[src/rtl/hssl_cfg_pkg.sv]
// Shared types and defaults for the HSSL config packet receiver.
// Build option: CFG_REPLY_EN adds the write-acknowledge reply path.
`ifndef REG_ADR_BITS
`define REG_ADR_BITS 8
`endif

package hssl_cfg_pkg;

    localparam int REG_ADR_BITS = `REG_ADR_BITS;

    localparam logic [31:0] CFG_KEY_DEF = 32'hffff_fe00;
    localparam logic [31:0] CFG_MSK_DEF = 32'hffff_ff00;

    typedef struct packed {
        logic [31:0] key;
        logic [31:0] data;
        logic        pld;
    } hssl_pkt_t;

    // True when the masked key selects the configuration space.
    function automatic logic cfg_match(
        input logic [31:0] key,
        input logic [31:0] ref_key,
        input logic [31:0] msk
    );
        return (key & msk) == (ref_key & msk);
    endfunction

endpackage

[src/rtl/hssl_cfg_pkt_rx_slice.sv]
// One-deep valid/ready register stage for hssl_pkt_t.
// Reloads in the same cycle it drains, so a full-rate stream has no bubbles.
module pkt_reg_slice
    import hssl_cfg_pkg::*;
(
    input  logic      clk,
    input  logic      reset,
    input  hssl_pkt_t in_pkt,
    input  logic      in_vld,
    output logic      in_rdy,
    output hssl_pkt_t out_pkt,
    output logic      out_vld,
    input  logic      out_rdy
);

    assign in_rdy = !out_vld || out_rdy;

    // Capture on an accepted input; otherwise empty once the consumer takes it.
    always_ff @(posedge clk or posedge reset) begin
        if (reset) begin
            out_pkt <= '0;
            out_vld <= 1'b0;
        end else if (in_vld && in_rdy) begin
            out_pkt <= in_pkt;
            out_vld <= 1'b1;
        end else if (out_rdy) begin
            out_vld <= 1'b0;
        end
    end

endmodule

[src/rtl/hssl_cfg_pkt_rx.sv]
// HSSL receive splitter: config packets become register writes, others pass on.
// Build option: CFG_REPLY_EN returns an ack packet for each config write.
module hssl_cfg_pkt_rx
    import hssl_cfg_pkg::*;
#(
    parameter logic [31:0] CFG_KEY = CFG_KEY_DEF,
    parameter logic [31:0] CFG_MSK = CFG_MSK_DEF
) (
    input  logic                     clk,
    input  logic                     reset,
    input  logic [31:0]              pkt_key_in,
    input  logic [31:0]              pkt_data_in,
    input  logic                     pkt_pld_in,
    input  logic                     pkt_vld_in,
    output logic                     pkt_rdy_out,
    output logic [31:0]              out_key_out,
    output logic [31:0]              out_data_out,
    output logic                     out_pld_out,
    output logic                     out_vld_out,
    input  logic                     out_rdy_in,
    output logic [REG_ADR_BITS-1:0]  prx_addr_out,
    output logic [31:0]              prx_wdata_out,
    output logic                     prx_en_out,
    output logic                     cfg_err_out
`ifdef CFG_REPLY_EN
    ,
    input  logic [31:0]              reply_key_in,
    output logic [31:0]              rpl_key_out,
    output logic [31:0]              rpl_data_out,
    output logic                     rpl_vld_out,
    input  logic                     rpl_rdy_in
`endif
);

    hssl_pkt_t in_pkt;
    hssl_pkt_t dat_pkt;
    logic      is_cfg;
    logic      acc;
    logic      dat_rdy;
    logic      rpl_ok;
    logic      wr_go;
    logic      err_go;

    assign in_pkt = '{key: pkt_key_in, data: pkt_data_in, pld: pkt_pld_in};
    assign is_cfg = cfg_match(pkt_key_in, CFG_KEY, CFG_MSK);

    // Ready never looks at the incoming key, only at downstream space.
    assign pkt_rdy_out = dat_rdy && rpl_ok;
    assign acc         = pkt_vld_in && pkt_rdy_out;
    assign wr_go       = acc && is_cfg && pkt_pld_in;
    assign err_go      = acc && is_cfg && !pkt_pld_in;

    pkt_reg_slice u_out_slice (
        .clk     (clk),
        .reset   (reset),
        .in_pkt  (in_pkt),
        .in_vld  (acc && !is_cfg),
        .in_rdy  (dat_rdy),
        .out_pkt (dat_pkt),
        .out_vld (out_vld_out),
        .out_rdy (out_rdy_in)
    );

    assign out_key_out  = dat_pkt.key;
    assign out_data_out = dat_pkt.data;
    assign out_pld_out  = dat_pkt.pld;

    // Single-cycle strobes; address and data persist between writes.
    always_ff @(posedge clk or posedge reset) begin
        if (reset) begin
            prx_en_out    <= 1'b0;
            prx_addr_out  <= '0;
            prx_wdata_out <= '0;
            cfg_err_out   <= 1'b0;
        end else begin
            prx_en_out  <= wr_go;
            cfg_err_out <= err_go;
            if (wr_go) begin
                prx_addr_out  <= pkt_key_in[REG_ADR_BITS-1:0];
                prx_wdata_out <= pkt_data_in;
            end
        end
    end

`ifdef CFG_REPLY_EN
    hssl_pkt_t rpl_in;
    hssl_pkt_t rpl_pkt;
    logic      unused_rpl_pld;

    assign rpl_in = '{
        key:  reply_key_in,
        data: {{(32-REG_ADR_BITS){1'b0}}, pkt_key_in[REG_ADR_BITS-1:0]},
        pld:  1'b1
    };

    pkt_reg_slice u_rpl_slice (
        .clk     (clk),
        .reset   (reset),
        .in_pkt  (rpl_in),
        .in_vld  (wr_go),
        .in_rdy  (rpl_ok),
        .out_pkt (rpl_pkt),
        .out_vld (rpl_vld_out),
        .out_rdy (rpl_rdy_in)
    );

    assign rpl_key_out    = rpl_pkt.key;
    assign rpl_data_out   = rpl_pkt.data;
    assign unused_rpl_pld = rpl_pkt.pld;
`else
    assign rpl_ok = 1'b1;
`endif

endmodule

[config.mk]
export PLATFORM = sky130hd
export DESIGN_NAME = hssl_cfg_pkt_rx
export DESIGN_NICKNAME = d
export VERILOG_FILES = /design/src/rtl/hssl_cfg_pkg.sv /design/src/rtl/hssl_cfg_pkt_rx_slice.sv /design/src/rtl/hssl_cfg_pkt_rx.sv
export SDC_FILE = /design/constraint.sdc
export NUM_CORES = 1
export LEC_CHECK = 0
export CORE_ASPECT_RATIO = 0.6
export CORE_MARGIN = 3
export CORE_UTILIZATION = 25
export CTS_CLUSTER_SIZE = 20
export DETAILED_ROUTE_END_ITERATION = 6
export GPL_ROUTABILITY_DRIVEN = 0
export GPL_TIMING_DRIVEN = 0
export PLACE_DENSITY = 0.48
export SETUP_SLACK_MARGIN = 0.02
export SLEW_MARGIN = 20
export SYNTH_ARGS = -nofsm -noshare
export SYNTH_HDL_FRONTEND = slang
export SYNTH_HIERARCHICAL = 1
export SYNTH_SLANG_ARGS = --single-unit
[constraint.sdc]
create_clock -name clk -period 2.6 [get_ports clk]
set_clock_uncertainty 0.2 [all_clocks]
set_input_delay 0.39 -clock clk [delete_from_list [all_inputs] [get_ports clk]]
set_output_delay 0.39 -clock clk [all_outputs]
set_load 0.02 [all_outputs]
After elaboration in Yosys (flattened, before gate mapping)
Index checks and enable logic that the tools add are counted.
{"block": "word_totals", "latchBits": 0, "reg_bits": 108, "input_bits": 69, "mem_count": 0, "out_inout_bits": 109, "wordCells": 22, "mem_bits_ro": 0, "ram_bits": 0}
{"block": "op_classes", "reduce_logical": 11, "n_lt_le_gt_ge": 0, "shift": 0, "n_eq_ne": 1, "mul": 0, "n_mux": 2, "bitwise_logic": 0, "n_addsub": 0, "div": 0}
{"operator": "24-bit equality test (second input constant)", "n": 1}
{"operator": "1-bit logical AND", "n": 6}
{"operator": "1-bit logical NOT", "n": 3}
{"operator": "1-bit 2-to-1 mux", "n": 2}
{"operator": "2-bit nonzero test", "n": 1}
{"operator": "1-bit logical OR", "n": 1}

Depth between registers and ports, before layout
{"block": "logic_depth", "word_depth": 6, "depth_mapped": 8}

Cells and area by module
The synthesis kept the hierarchy.
{"mod": "pkt_reg_slice", "instances": 1, "area_each_um2": 2731.4, "cells_each": 142}
{"mod": "hssl_cfg_pkt_rx", "instances": 1, "area_each_um2": 1819.2, "cells_each": 101}

Worst setup path before layout
Ideal clock, no wire load.
{"block": "synth_timing", "path_type": "input-to-reg", "startpoint": "input pkt_key_in[31]", "endpoint": "register u_out_slice/out_pkt[0] in the netlist's numbering", "stages": 8, "setup_ns": 0.125, "setup_slack_ns": 0.459, "required_time_ns": 2.275, "t_arrival_ns": 1.816, "path_cell_list": "nand4_1 nor4_4 nand2_1 and2_1 nand2_4 buf_12 buf_12 mux2_4"}
{"block": "synth_via", "elab_chain_cells": 4}
{"element": "start, declared", "line": "hssl_cfg_pkt_rx.sv:11", "rtl": "input logic [31:0] pkt_key_in,"}
{"element": "24-bit equality test", "line": "hssl_cfg_pkg.sv:26", "rtl": "return (key & msk) == (ref_key & msk);"}
{"element": "1-bit logical NOT", "line": "hssl_cfg_pkt_rx.sv:57", "rtl": ".in_vld (acc && !is_cfg),"}
{"element": "1-bit logical AND", "line": "hssl_cfg_pkt_rx.sv:57"}
{"element": "1-bit logical AND", "line": "hssl_cfg_pkt_rx_slice.sv:23", "rtl": "end else if (in_vld && in_rdy) begin"}
{"element": "end signal, assigned", "line": "hssl_cfg_pkt_rx_slice.sv:24", "rtl": "out_pkt <= in_pkt;"}
{"element": "end, declared", "line": "hssl_cfg_pkt_rx_slice.sv:11", "rtl": "output hssl_pkt_t out_pkt,"}
No other way between the ends.
A chain may end at the register's enable or synchronous reset.

Worst setup path after layout
{"block": "layout_timing", "startpoint": "input pkt_key_in[28]", "endpoint": "register u_out_slice/out_pkt[25] in the netlist's numbering"}
Same word-level chain as after synthesis.

==> run summary <==
The largest net degree at the start of global routing is 40. The synthesized design spends more area on one cell type than any other, namely sky130_fd_sc_hd__dfrtp_1. The global-route usage over all layers came out at 0.125. The floorplan core area is 17500 sq um. The cell count after synthesis is between 200 and 250.

After detailed routing, the average wire length per cell comes to approximately 18 um. The average instance area after synthesis came out at between 15 and 20 sq um. The net count of the finished layout came out at slightly above 500. Setup repair after global routing left no endpoint under its margin. The count of buffering cells on the critical path with inverters included is 4. The share of the yosys chip area belonging to registers came out at 0.594. The run finished with clean final reports.

The critical path's largest stage delay came out at 0.50 ns. The cell depth of the worst flop-to-flop path is 7. The worst setup path is launched from an input pin. The most common cell in the synthesized netlist is sky130_fd_sc_hd__dfrtp_1. The count of distinct cell types in the synthesized netlist is 19. At the pin with the least slew margin, the transition time is about 0.45 ns. The clock edge transition at the registers on the reported setup and hold paths came out at approximately 0.070 ns.

The data arrival time of the critical path is 2.53 ns. The total global routing overflow came out at 0. The share of synthesized area in the top cell type comes to 0.594. The number of global-route vias before repair is between 3000 and 4000.

The utilization after layout is 0.397. The first-pass GRT wire length came out at between 15000 and 20000 um. The power density relative to cell area came out at 668 nW/um^2. The critical path is of the input pin to flip-flop type. The maximum clock frequency is between 300 and 400 MHz. The number of iterations in the first detailed-routing pass is 4. The met1 layer usage reported by global route came out at 0.189. The number of antenna violations at the first check in global routing is 0.

The worst-case setup slack after placement is -0.361 ns. The final-report max-slew violation count was 0. The number of nets with antenna violations after routing is 0. The area growth from synthesis to layout is 52.8%. The antenna diode instance count is 0. Final hold analysis gives a worst-case slack of around 0.24 ns. The insertion delay to the later sink of the worst-skew pair came out at 0.33 ns.

Tracing the worst setup path back leads to its startpoint at pkt_key_in[28]. The total negative setup slack came out at 0 ns. The post-synthesis instance area is roughly 4600 sq um. Grouping stages by cell kind, the critical path spends the most delay in buffers and inverters.

For this run, design rule violations remaining after detail routing come to 0. The worst register-to-register path begins at u_out_slice/out_vld. Walking the worst path, the cells encountered are clkdlybuf4s50_1 > nand4b_1 > nor4_4 > buf_4 > nand2_1 > and2_1 > nand2_4 > buf_12 > buf_12 > mux2_4. On the critical path, the stage with the largest delay is an instance of sky130_fd_sc_hd__clkdlybuf4s50_1. The maximum fanout encountered on the critical timing path came out at 10. The number of nets produced by synthesis is ~310. The die covers ~20000 sq um. The share of async-settable or async-resettable flops after synthesis came out at 1.00. The detailed-placement wirelength estimate came out at roughly 9100 um. The most congested layer reported by global routing is met1.

The number of enable flip-flop cells after synthesis came out at 0. The final wirelength is 12200 um. In this run the critical register-to-register path is captured at u_out_slice/out_pkt[6].

The worst hold path belongs to the class input pin to asynchronous set/reset pin. After the first detailed-routing iteration, the DRC count stood at 110. CTS saw about 110 sinks. Pin placement for this block handled around 180 I/O pins. The final critical-path required period came out at 2.50 ns. The flip-flop cell with the highest count after synthesis is sky130_fd_sc_hd__dfrtp_1. The met3 capacity usage during global routing is 0.0592. In the final layout, the share of cells above drive strength 1 is 0.317. The worst setup slack for register-to-register paths came out at ~0.65 ns. The flip-flop and latch count after synthesis is about 110. STA classifies the critical path endpoint as a flip-flop. In this run the static leakage power is around 0.0032 uW. The number of warnings issued by yosys is 6. The headroom to the max-slew limit is 0.703. The vertical extent of the die came out at around 110 um. The met2 demand-to-capacity share in global routing is 0.161. The depth of the CTS H-tree came out at 3. Across the run, the number of max-cap violations was 0. The final worst setup slack came out at approximately 0.096 ns. The post-route fraction of the period consumed by the critical path came out at 0.963. The number of setup violations in the final report came out at 0.

Row generation in the floorplan step produced 37 rows. Clock tree synthesis selected as its root buffer the cell sky130_fd_sc_hd__clkbuf_16. The effective utilization at floorplan is 0.260. IR analysis of the VDD net gives a maximum drop of approximately 0.23 mV. The number of hold-slack violations in the final timing report is 0. The largest buffer count on any clock path is 2.

The post-detailed-route via-to-cell ratio came out at 4.04. The required time reported for the critical path endpoint is roughly 2.6 ns. After synthesis, the most frequently instantiated cells are sky130_fd_sc_hd__dfrtp_1, sky130_fd_sc_hd__mux2_4, sky130_fd_sc_hd__mux2_2.

The total number of vias came out at approximately 2700. Clock tree synthesis inserted a total of 9 buffers. In the post-synthesis netlist, the biggest area contributors are sky130_fd_sc_hd__dfrtp_1, sky130_fd_sc_hd__mux2_4, sky130_fd_sc_hd__mux2_2. The most numerous cell type found on the critical path is sky130_fd_sc_hd__buf_12.

The clock tree from TritonCTS is yes. In this run the tool buffered the top-level ports with 177 buffer cells. The floorplan die width is ~180 um.
-- metrics by stage --
stage / power (uW) / cells / instance area (sq um)
floorplan: 2700 / 243 / 4550
global placement: 3350 / 654 / 6620
detailed placement: 3360 / 656 / 6670
CTS: 4730 / 673 / 6950
global route: 4880 / 673 / 6960
finish: 4640 / 673 / 6960
-- how the worst max path moves through the flow --
stage | endpoint | slack (ns) | cells after the start
after global routing | u_out_slice/out_pkt[6] | 0.03 | 10
after CTS | u_out_slice/out_pkt[17] | 0.07 | 9
final | u_out_slice/out_pkt[25] | 0.1 | 10
after global placement | u_out_slice/out_pkt[24] | -1.36 | 2
after detailed placement | u_out_slice/out_pkt[11] | -0.36 | 8
after floorplan | u_out_slice/out_pkt[0] | 0.36 | 1
-- layout by cell type, fill, tap and decap left out, drive strengths merged, types with 2 or more instances in the layout --
cell type,instances
nand2b,2
clkdlybuf4s50,177
dfrtp,108
and2,2
mux2,105
buf,13
inv,3
clkbuf,13
nand2,2
clkinv,2
nand4,6
-- power breakdown --
| part | internal [uW] | switching [uW] |
|---|---|---|
| clock network | 686 | 639 |
| logic | 752 | 558 |
| registers | 1890 | 121 |
-- worst reg2reg max path: stages, from the launching register on --
cell                       delay, ns
sky130_fd_sc_hd__dfrtp_1        0.41
sky130_fd_sc_hd__nand2b_4       0.11
sky130_fd_sc_hd__and2_1         0.22
sky130_fd_sc_hd__and2_1         0.21
sky130_fd_sc_hd__nand2_4        0.08
sky130_fd_sc_hd__buf_12         0.16
sky130_fd_sc_hd__buf_12         0.16
sky130_fd_sc_hd__mux2_4         0.30
-- layout make-up --
cell class,instances,area [sq um]
Fill cell,1619,10500
Clock inverter,4,33.8
Inverter,2,10.0
Sequential cell,108,2700
Timing Repair Buffer,180,1830
Buffer,11,173
Clock buffer,12,246
Multi-Input combinational cell,122,1670
Tap cell,234,293
-- layer usage --
metal / wire length [um] / share of wire / vias to the layer above
li1: - / - / 1244
met1: 6350 / 0.52 / 1344
met2: 4550 / 0.37 / 123
met3: 1220 / 0.10 / 10
met4: 99 / 0.0081 / 0
met5: 0 / 0 / -
-- registers in the layout, indices dropped and copies added (netlist names) --
name,count
u_out_slice/out_vld,1
cfg_err_out,1
prx_en_out,1
prx_wdata_out,32
prx_addr_out,8
u_out_slice/out_pkt,65
-- timing repair --
item	CTS	global route
gates resized for setup	0	1
setup endpoints to repair	8	7
hold buffers	0	0
buffers inserted	1	0
pin swaps	1	0
-- logic make-up after synthesis --
| kind of cell | after synthesis | share of synthesized area |
|---|---|---|
| DFF | 108 | 0.594 |
| muxes | 105 | 0.334 |
| and+or+nand+nor | 17 | 0.0330 |
| buffers and inverters | 13 | 0.0390 |
(Power assumes the default switching activity.)
